===== src/rtl/easyaxi_pkg.sv =====
`default_nettype none
// ============================================================================
//  Module   : easyaxi_pkg
//  Brief    : Shared types and constants for the EasyAXI read arbiter slice.
//  Revision : 1.0 - initial release
// ============================================================================
package easyaxi_pkg;

    typedef enum logic [0:0] {
        ARB_IDLE = 1'b0,
        ARB_LOCK = 1'b1
    } arb_state_e;

    localparam int c_default_addr_width = 32;
    localparam int c_default_data_width = 32;
    localparam int c_default_id_width   = 4;
    localparam int c_default_ost_max    = 8;

    localparam logic [1:0] c_burst_fixed = 2'b00;
    localparam logic [1:0] c_burst_incr  = 2'b01;
    localparam logic [1:0] c_burst_wrap  = 2'b10;

    localparam logic [1:0] c_resp_okay   = 2'b00;
    localparam logic [1:0] c_resp_exokay = 2'b01;
    localparam logic [1:0] c_resp_slverr = 2'b10;
    localparam logic [1:0] c_resp_decerr = 2'b11;

endpackage
`default_nettype wire


===== src/rtl/easyaxi_rd_arb_if.sv =====
`default_nettype none
// ============================================================================
//  Module   : easyaxi_rd_arb_if
//  Brief    : EasyAXI read port (AR + R channels) with master/slave views.
//  Revision : 1.0 - initial release
// ============================================================================
interface easyaxi_rd_arb_if #(
    parameter int ADDR_WIDTH = 32,
    parameter int DATA_WIDTH = 32,
    parameter int ID_WIDTH   = 4
);
    logic                  arvalid;
    logic                  arready;
    logic [ID_WIDTH-1:0]   arid;
    logic [ADDR_WIDTH-1:0] araddr;
    logic [7:0]            arlen;
    logic [2:0]            arsize;
    logic [1:0]            arburst;

    logic                  rvalid;
    logic                  rready;
    logic [ID_WIDTH-1:0]   rid;
    logic [DATA_WIDTH-1:0] rdata;
    logic [1:0]            rresp;
    logic                  rlast;

    modport master (
        output arvalid, arid, araddr, arlen, arsize, arburst, rready,
        input  arready, rvalid, rid, rdata, rresp, rlast
    );

    modport slave (
        input  arvalid, arid, araddr, arlen, arsize, arburst, rready,
        output arready, rvalid, rid, rdata, rresp, rlast
    );

endinterface
`default_nettype wire


===== src/rtl/easyaxi_rr_arb2.sv =====
`default_nettype none
// ============================================================================
//  Module   : easyaxi_rr_arb2
//  Brief    : Combinational two-request round-robin picker.
//  Revision : 1.0 - initial release
// ============================================================================
module easyaxi_rr_arb2 (
    input  logic [1:0] req,
    input  logic       rr_ptr,
    output logic       gnt_valid,
    output logic       gnt_idx
);

    assign gnt_valid = |req;
    // Priority pointer only matters on contention; otherwise take the lone requester.
    assign gnt_idx   = (req == 2'b11) ? rr_ptr : req[1];

endmodule
`default_nettype wire


===== src/rtl/easyaxi_rd_arb.sv =====
`default_nettype none
// ============================================================================
//  Module   : easyaxi_rd_arb
//  Brief    : Two-master EasyAXI read arbiter: round-robin AR, ID-steered R.
//  Revision : 1.0 - initial release
// ============================================================================
module easyaxi_rd_arb
    import easyaxi_pkg::*;
#(
    parameter int ADDR_WIDTH = c_default_addr_width,
    parameter int DATA_WIDTH = c_default_data_width,
    parameter int ID_WIDTH   = c_default_id_width,
    parameter int OST_MAX    = c_default_ost_max
) (
    input  logic             clk,
    input  logic             rst_n,
    input  logic             enable,
    easyaxi_rd_arb_if.slave  m0,
    easyaxi_rd_arb_if.slave  m1,
    easyaxi_rd_arb_if.master s
);

    arb_state_e            r_state;
    arb_state_e            w_state_nxt;
    logic                  r_gnt;
    logic                  w_gnt_nxt;
    logic                  r_rr_ptr;
    logic                  w_rr_ptr_nxt;
    logic [1:0][3:0]       r_ost_cnt;

    logic [1:0]            w_arvalid;
    logic [1:0]            w_elig;
    logic [1:0]            w_inc;
    logic [1:0]            w_dec;
    logic                  w_pick_valid;
    logic                  w_pick_idx;
    logic                  w_lock;
    logic                  w_ar_hs;
    logic                  w_r_sel;
    logic                  w_r_last_hs;
    logic [ID_WIDTH-1:0]   w_arid;
    logic [ADDR_WIDTH-1:0] w_araddr;
    logic [DATA_WIDTH-1:0] w_rdata;

    assign w_arvalid = {m1.arvalid, m0.arvalid};
    assign w_elig[0] = w_arvalid[0] & (r_ost_cnt[0] < 4'(OST_MAX));
    assign w_elig[1] = w_arvalid[1] & (r_ost_cnt[1] < 4'(OST_MAX));

    easyaxi_rr_arb2 u_rr_arb2 (
        .req       (w_elig),
        .rr_ptr    (r_rr_ptr),
        .gnt_valid (w_pick_valid),
        .gnt_idx   (w_pick_idx)
    );

    always_ff @(posedge clk or negedge rst_n) begin
        if (!rst_n) begin
            r_state  <= ARB_IDLE;
            r_gnt    <= 1'b0;
            r_rr_ptr <= 1'b0;
        end else begin
            r_state  <= w_state_nxt;
            r_gnt    <= w_gnt_nxt;
            r_rr_ptr <= w_rr_ptr_nxt;
        end
    end

    // Once locked the grant is held until the handshake, regardless of enable.
    always_comb begin
        w_state_nxt  = r_state;
        w_gnt_nxt    = r_gnt;
        w_rr_ptr_nxt = r_rr_ptr;
        case (r_state)
            ARB_IDLE: begin
                if (enable && w_pick_valid) begin
                    w_state_nxt = ARB_LOCK;
                    w_gnt_nxt   = w_pick_idx;
                end
            end
            ARB_LOCK: begin
                if (w_ar_hs) begin
                    w_state_nxt  = ARB_IDLE;
                    w_rr_ptr_nxt = ~r_gnt;
                end
            end
            default: w_state_nxt = ARB_IDLE;
        endcase
    end

    // AR mux select is the registered grant only, keeping the payload stable.
    assign w_lock    = (r_state == ARB_LOCK);
    assign w_arid    = r_gnt ? m1.arid   : m0.arid;
    assign w_araddr  = r_gnt ? m1.araddr : m0.araddr;
    assign s.arvalid = w_lock & w_arvalid[r_gnt];
    assign s.arid    = {r_gnt, w_arid};
    assign s.araddr  = w_araddr;
    assign s.arlen   = r_gnt ? m1.arlen   : m0.arlen;
    assign s.arsize  = r_gnt ? m1.arsize  : m0.arsize;
    assign s.arburst = r_gnt ? m1.arburst : m0.arburst;
    assign m0.arready = w_lock & ~r_gnt & s.arready;
    assign m1.arready = w_lock &  r_gnt & s.arready;
    assign w_ar_hs    = s.arvalid & s.arready;

    // R path: the ID's top bit names the originating master.
    assign w_r_sel   = s.rid[ID_WIDTH];
    assign w_rdata   = s.rdata;
    assign m0.rvalid = s.rvalid & ~w_r_sel;
    assign m1.rvalid = s.rvalid &  w_r_sel;
    assign m0.rid    = s.rid[ID_WIDTH-1:0];
    assign m1.rid    = s.rid[ID_WIDTH-1:0];
    assign m0.rdata  = w_rdata;
    assign m1.rdata  = w_rdata;
    assign m0.rresp  = s.rresp;
    assign m1.rresp  = s.rresp;
    assign m0.rlast  = s.rlast;
    assign m1.rlast  = s.rlast;
    assign s.rready  = w_r_sel ? m1.rready : m0.rready;
    assign w_r_last_hs = s.rvalid & s.rready & s.rlast;

    assign w_inc = {w_ar_hs &  r_gnt, w_ar_hs & ~r_gnt};
    assign w_dec = {w_r_last_hs & w_r_sel, w_r_last_hs & ~w_r_sel};

    always_ff @(posedge clk or negedge rst_n) begin
        if (!rst_n) begin
            r_ost_cnt <= '0;
        end else begin
            for (int n = 0; n < 2; n++) begin
                if (w_inc[n] && !w_dec[n]) begin
                    r_ost_cnt[n] <= r_ost_cnt[n] + 4'd1;
                end else if (w_dec[n] && !w_inc[n] && (r_ost_cnt[n] != 4'd0)) begin
                    r_ost_cnt[n] <= r_ost_cnt[n] - 4'd1;
                end
            end
        end
    end

    for (genvar n = 0; n < 2; n++) begin : g_chk
        a_no_underflow: assert property (@(posedge clk) disable iff (!rst_n)
            !(w_dec[n] && !w_inc[n] && (r_ost_cnt[n] == 4'd0)));
    end

endmodule
`default_nettype wire

===== src/flat_wrapper.sv =====
// flat-port wrapper written by rule: the top's interface ports become plain ports
module easyaxi_rd_arb_flat import easyaxi_pkg::*;
#(
    parameter int ADDR_WIDTH = c_default_addr_width,
    parameter int DATA_WIDTH = c_default_data_width,
    parameter int ID_WIDTH   = c_default_id_width,
    parameter int OST_MAX    = c_default_ost_max
)
  (clk, rst_n, enable, m0_arvalid, m0_arid, m0_araddr, m0_arlen, m0_arsize, m0_arburst, m0_rready, m0_arready, m0_rvalid, m0_rid, m0_rdata, m0_rresp, m0_rlast, m1_arvalid, m1_arid, m1_araddr, m1_arlen, m1_arsize, m1_arburst, m1_rready, m1_arready, m1_rvalid, m1_rid, m1_rdata, m1_rresp, m1_rlast, s_arvalid, s_arid, s_araddr, s_arlen, s_arsize, s_arburst, s_rready, s_arready, s_rvalid, s_rid, s_rdata, s_rresp, s_rlast);
  easyaxi_rd_arb_if #(.ADDR_WIDTH(ADDR_WIDTH), .DATA_WIDTH(DATA_WIDTH), .ID_WIDTH(ID_WIDTH)) m0_i ();
  easyaxi_rd_arb_if #(.ADDR_WIDTH(ADDR_WIDTH), .DATA_WIDTH(DATA_WIDTH), .ID_WIDTH(ID_WIDTH)) m1_i ();
  easyaxi_rd_arb_if #(.ADDR_WIDTH(ADDR_WIDTH), .DATA_WIDTH(DATA_WIDTH), .ID_WIDTH(ID_WIDTH)) s_i ();
  input  logic clk;
  input  logic rst_n;
  input  logic enable;
  input wire logic [$bits(m0_i.arvalid)-1:0] m0_arvalid;
  input wire logic [$bits(m0_i.arid)-1:0] m0_arid;
  input wire logic [$bits(m0_i.araddr)-1:0] m0_araddr;
  input wire logic [$bits(m0_i.arlen)-1:0] m0_arlen;
  input wire logic [$bits(m0_i.arsize)-1:0] m0_arsize;
  input wire logic [$bits(m0_i.arburst)-1:0] m0_arburst;
  input wire logic [$bits(m0_i.rready)-1:0] m0_rready;
  output wire logic [$bits(m0_i.arready)-1:0] m0_arready;
  output wire logic [$bits(m0_i.rvalid)-1:0] m0_rvalid;
  output wire logic [$bits(m0_i.rid)-1:0] m0_rid;
  output wire logic [$bits(m0_i.rdata)-1:0] m0_rdata;
  output wire logic [$bits(m0_i.rresp)-1:0] m0_rresp;
  output wire logic [$bits(m0_i.rlast)-1:0] m0_rlast;
  input wire logic [$bits(m1_i.arvalid)-1:0] m1_arvalid;
  input wire logic [$bits(m1_i.arid)-1:0] m1_arid;
  input wire logic [$bits(m1_i.araddr)-1:0] m1_araddr;
  input wire logic [$bits(m1_i.arlen)-1:0] m1_arlen;
  input wire logic [$bits(m1_i.arsize)-1:0] m1_arsize;
  input wire logic [$bits(m1_i.arburst)-1:0] m1_arburst;
  input wire logic [$bits(m1_i.rready)-1:0] m1_rready;
  output wire logic [$bits(m1_i.arready)-1:0] m1_arready;
  output wire logic [$bits(m1_i.rvalid)-1:0] m1_rvalid;
  output wire logic [$bits(m1_i.rid)-1:0] m1_rid;
  output wire logic [$bits(m1_i.rdata)-1:0] m1_rdata;
  output wire logic [$bits(m1_i.rresp)-1:0] m1_rresp;
  output wire logic [$bits(m1_i.rlast)-1:0] m1_rlast;
  output wire logic [$bits(s_i.arvalid)-1:0] s_arvalid;
  output wire logic [$bits(s_i.arid)-1:0] s_arid;
  output wire logic [$bits(s_i.araddr)-1:0] s_araddr;
  output wire logic [$bits(s_i.arlen)-1:0] s_arlen;
  output wire logic [$bits(s_i.arsize)-1:0] s_arsize;
  output wire logic [$bits(s_i.arburst)-1:0] s_arburst;
  output wire logic [$bits(s_i.rready)-1:0] s_rready;
  input wire logic [$bits(s_i.arready)-1:0] s_arready;
  input wire logic [$bits(s_i.rvalid)-1:0] s_rvalid;
  input wire logic [$bits(s_i.rid)-1:0] s_rid;
  input wire logic [$bits(s_i.rdata)-1:0] s_rdata;
  input wire logic [$bits(s_i.rresp)-1:0] s_rresp;
  input wire logic [$bits(s_i.rlast)-1:0] s_rlast;
  assign m0_i.arvalid = m0_arvalid;
  assign m0_i.arid = m0_arid;
  assign m0_i.araddr = m0_araddr;
  assign m0_i.arlen = m0_arlen;
  assign m0_i.arsize = m0_arsize;
  assign m0_i.arburst = m0_arburst;
  assign m0_i.rready = m0_rready;
  assign m0_arready = m0_i.arready;
  assign m0_rvalid = m0_i.rvalid;
  assign m0_rid = m0_i.rid;
  assign m0_rdata = m0_i.rdata;
  assign m0_rresp = m0_i.rresp;
  assign m0_rlast = m0_i.rlast;
  assign m1_i.arvalid = m1_arvalid;
  assign m1_i.arid = m1_arid;
  assign m1_i.araddr = m1_araddr;
  assign m1_i.arlen = m1_arlen;
  assign m1_i.arsize = m1_arsize;
  assign m1_i.arburst = m1_arburst;
  assign m1_i.rready = m1_rready;
  assign m1_arready = m1_i.arready;
  assign m1_rvalid = m1_i.rvalid;
  assign m1_rid = m1_i.rid;
  assign m1_rdata = m1_i.rdata;
  assign m1_rresp = m1_i.rresp;
  assign m1_rlast = m1_i.rlast;
  assign s_arvalid = s_i.arvalid;
  assign s_arid = s_i.arid;
  assign s_araddr = s_i.araddr;
  assign s_arlen = s_i.arlen;
  assign s_arsize = s_i.arsize;
  assign s_arburst = s_i.arburst;
  assign s_rready = s_i.rready;
  assign s_i.arready = s_arready;
  assign s_i.rvalid = s_rvalid;
  assign s_i.rid = s_rid;
  assign s_i.rdata = s_rdata;
  assign s_i.rresp = s_rresp;
  assign s_i.rlast = s_rlast;
  easyaxi_rd_arb #(.ADDR_WIDTH(ADDR_WIDTH), .DATA_WIDTH(DATA_WIDTH), .ID_WIDTH(ID_WIDTH), .OST_MAX(OST_MAX)) u_core (.clk(clk), .rst_n(rst_n), .enable(enable), .m0(m0_i), .m1(m1_i), .s(s_i));
endmodule

===== config.mk =====
export PLATFORM = sky130hd
export DESIGN_NAME = easyaxi_rd_arb_flat
export DESIGN_NICKNAME = d
export VERILOG_FILES = /design/src/rtl/easyaxi_pkg.sv /design/src/rtl/easyaxi_rd_arb_if.sv /design/src/rtl/easyaxi_rr_arb2.sv /design/src/rtl/easyaxi_rd_arb.sv /design/src/flat_wrapper.sv
export SDC_FILE = /design/constraint.sdc
export NUM_CORES = 1
export LEC_CHECK = 0
export ABC_CLOCK_PERIOD_IN_PS = 1530
export CAP_MARGIN = 5
export CELL_PAD_IN_SITES_DETAIL_PLACEMENT = 0
export CELL_PAD_IN_SITES_GLOBAL_PLACEMENT = 1
export CORE_AREA = 2 2 109 111
export DETAILED_ROUTE_END_ITERATION = 10
export DIE_AREA = 0 0 111 113
export DONT_BUFFER_PORTS = 1
export PLACE_DENSITY_LB_ADDON = 0.1
export SLEW_MARGIN = 25
export SYNTH_ARGS = -nofsm -noshare
export SYNTH_HDL_FRONTEND = slang
export SYNTH_HIERARCHICAL = 1
export SYNTH_SLANG_ARGS = --single-unit

===== constraint.sdc =====
create_clock -name clk -period 1.53 [get_ports clk]
set_input_delay 0.2295 -clock clk [delete_from_list [all_inputs] [get_ports clk]]
set_output_delay 0.2295 -clock clk [all_outputs]
set_load 0.01 [all_outputs]

==> results.yml <==
status:
  run_status: "complete, but fails checks"
  violations: "negative setup slack"
sta:
  fmax_ghz: 0.648
  rsz0062_at_grt: "true"
  setup-tns-final_ns: -0.0215
  setup_viol: 3
  worst_pin_slew_ns: 0.535
  period_share: 1.01
  slew_headroom: 0.642
  finalHoldViolCount: 0
  layout_setup_ws_ns: -0.0133
  drv_slew: 0
  min_period_ns: 1.54
  finalClockSkew_ns: 0.00188
power:
  ir_drop_mv: 0.524
  p_leak_nw: 0.514
  finalPower_mw: 2.60
  p_per_area_nw_per_um2: 1820
cts:
  cts-root-buf: "clkbuf_16"
  clockBufferDepth: 2
  cts.htree.levels: 1
  cts_setup_buffers: 0
  clk_pin_slew_ns: 0.04
  cts_tree: "built"
  clock_latency_ns: 0.24
  cts_made_buffers: 3
  cts.sinks: 11
layout:
  nets: 259
  area_growth_pct: -19.3
  diodes: 0
  fillers: 1269
  final_common_cell: "mux2_2"
  most-common-layout-cells: "mux2_2 (50), nand2_1 (11), dfrtp_1 (10), xnor2_1 (6), clkbuf_16 (4)"
  instances_no_fill: 253
  drive_gt1_frac: 0.564
synth:
  synth.area.top_cells: "buf_4 (35%), mux2_2 (32%), dfrtp_1 (16%)"
  synth_area_leader_cell: "buf_4"
  ys_types: 20
  synth-seq-cells: 11
  yosysSeqAreaShare: 0.155
  yosys_warnings: 6
  syn_avg_cell_area_um2: 9.38
  syn-cell-area_um2: 1770
  postSynthCellCount: 189
  synth_top_area_frac: 0.347
hold_path:
  hold_class: "in2reg"
setup_path:
  startpoint_type: "flip-flop"
  cp_max_fo: 23
  crit_chain: "clkbuf_16, mux2_2"
  crit_type: "reg2out"
  crit_path_top_delay_cell: "dfrtp_2"
  slowest_delay_ns: 0.44
  endpoint_kind: "primary output"
  crit_arrival_ns: 1.31
  critPathRequiredTime_ns: 1.30
die:
  die_w_um: 111
  dieArea_um2: 12500
  die_height_um: 113
  start_util: 0.157
  io_pins: 279
  core_um2: 11300
  row_count: 39
global_route:
  grt_use_total: 0.0680
  grt_pass1_vias: 1053
  grt_pass1_wl_um: 6470
  antenna_found_initial: 0
  grt-ovfl-total: 0
  grt_max_degree: 47
detailed_routing:
  finalWirelength_um: 4980
  drt-initial-drc-count: 11
  drcViolationCount: 0
  wl_per_cell_um: 19.7
  drtAntennaViolNets: 0
  vias_per_cell: 3.72
  vias: 942
  dr.pass1.iters: 3
place:
  dp.cells: 247
  port_buffers: 0
  globalplace.congestion: 0.729
  hpwl_um: 4250
run:
  max_cap_viol_count: 0
[cell usage after synthesis]
cell and n:
and3_2 1, inv_1 2, and4b_2 1, buf_6 6, or2_1 1, nand2_1 11, ha_1 2, conb_1 1
nor2b_1 3, and4_2 1, dfrtp_1 11, o21ai_0 3, nand4_1 3, nand4b_1 1, nor2_1 2, buf_4 82
xnor2_1 6, mux2i_1 1, mux2_2 50, a21boi_1 1
[what timing repair did]
action	4_1_cts	5_1_grt
cloned	0	1
endpoints found under the setup margin	12	38
pin swaps	0	0
resized for setup	0	3
hold endpoints to repair	11	0
hold buffers	1	0
[path summary, 6_finish.rpt]
| kind | start | to | slack (ns) | cells after the start |
|---|---|---|---|---|
| max | u_core/r_gnt | s_araddr[18] | -0.01 | 2 |
| min | enable | u_core/r_state | 0.18 | 2 |
| max reg2reg | u_core/r_gnt | u_core/r_ost_cnt[3] | 0.16 | 4 |
| min reg2reg | u_core/r_ost_cnt[2] | u_core/r_ost_cnt[2] | 0.47 | 1 |
| max in group asynchronous | rst_n | u_core/r_gnt | 0.73 | 1 |
| min in group asynchronous | rst_n | u_core/r_state | 0.41 | 1 |
[worst max-delay path: cells and delay by family, from the launching register on]
kind                   cells  cell delay [ns]
flip-flops                 1             0.44
multiplexers               1             0.40
buffers and inverters      1             0.23
[state kept, by name, indices dropped and copies added, names as in the netlist]
register and flops:
u_core/r_state 1, u_core/r_rr_ptr 1, u_core/r_gnt 1, u_core/r_ost_cnt 8
[logic make-up after synthesis]
group,count (synthesis),share of synthesized area
xor gates and xnor gates,6,0.0296
muxes,51,0.323
AOI/OAI and AO/OA,4,0.0127
DFF,11,0.155
buffers and inverters,90,0.390
and+or+nand+nor,24,0.0734
adders and majority gates,2,0.0141
other,1,0.00212
[final cells by class]
cell class | count | area, um^2 | area share
multi-input cells | 89 | 826 | 0.577
inverters | 2 | 7.51 | 0.00525
repair buffers | 4 | 62.6 | 0.0437
flip-flops and latches | 11 | 277 | 0.193
well taps | 143 | 179 | 0.125
clock buffers | 4 | 78.8 | 0.0551
[layer usage]
| metal | routed length [um] | global-route usage | up-vias |
|---|---|---|---|
| met5 | 0 | 0 | - |
| met4 | 59 | 0.0217 | 0 |
| met3 | 596 | 0.0321 | 4 |
| met2 | 2570 | 0.124 | 120 |
| met1 | 1750 | 0.0694 | 431 |
| li1 | - | - | 387 |
[per-stage QoR]
stage               setup WS [ns]  area (um^2)   util  hold WS (ns)
floorplan                   0.316         1780      -       -0.0661
global placement            0.218         1300  0.115       -0.0655
detailed placement          0.222         1300  0.115       -0.0657
CTS                       -0.0176         1390  0.123         0.172
global route              -0.0385         1430  0.127         0.199
finish                    -0.0133         1430  0.127         0.175
[report_power, final]
group | total [mW] | internal, mW | switching, mW
Sequential | 0.568 | 0.423 | 0.145
Clock | 0.482 | 0.350 | 0.132
Combinational | 1.55 | 0.746 | 0.802
Total | 2.60 | 1.52 | 1.08
No activity file was read; power rests on OpenSTA's default activity.
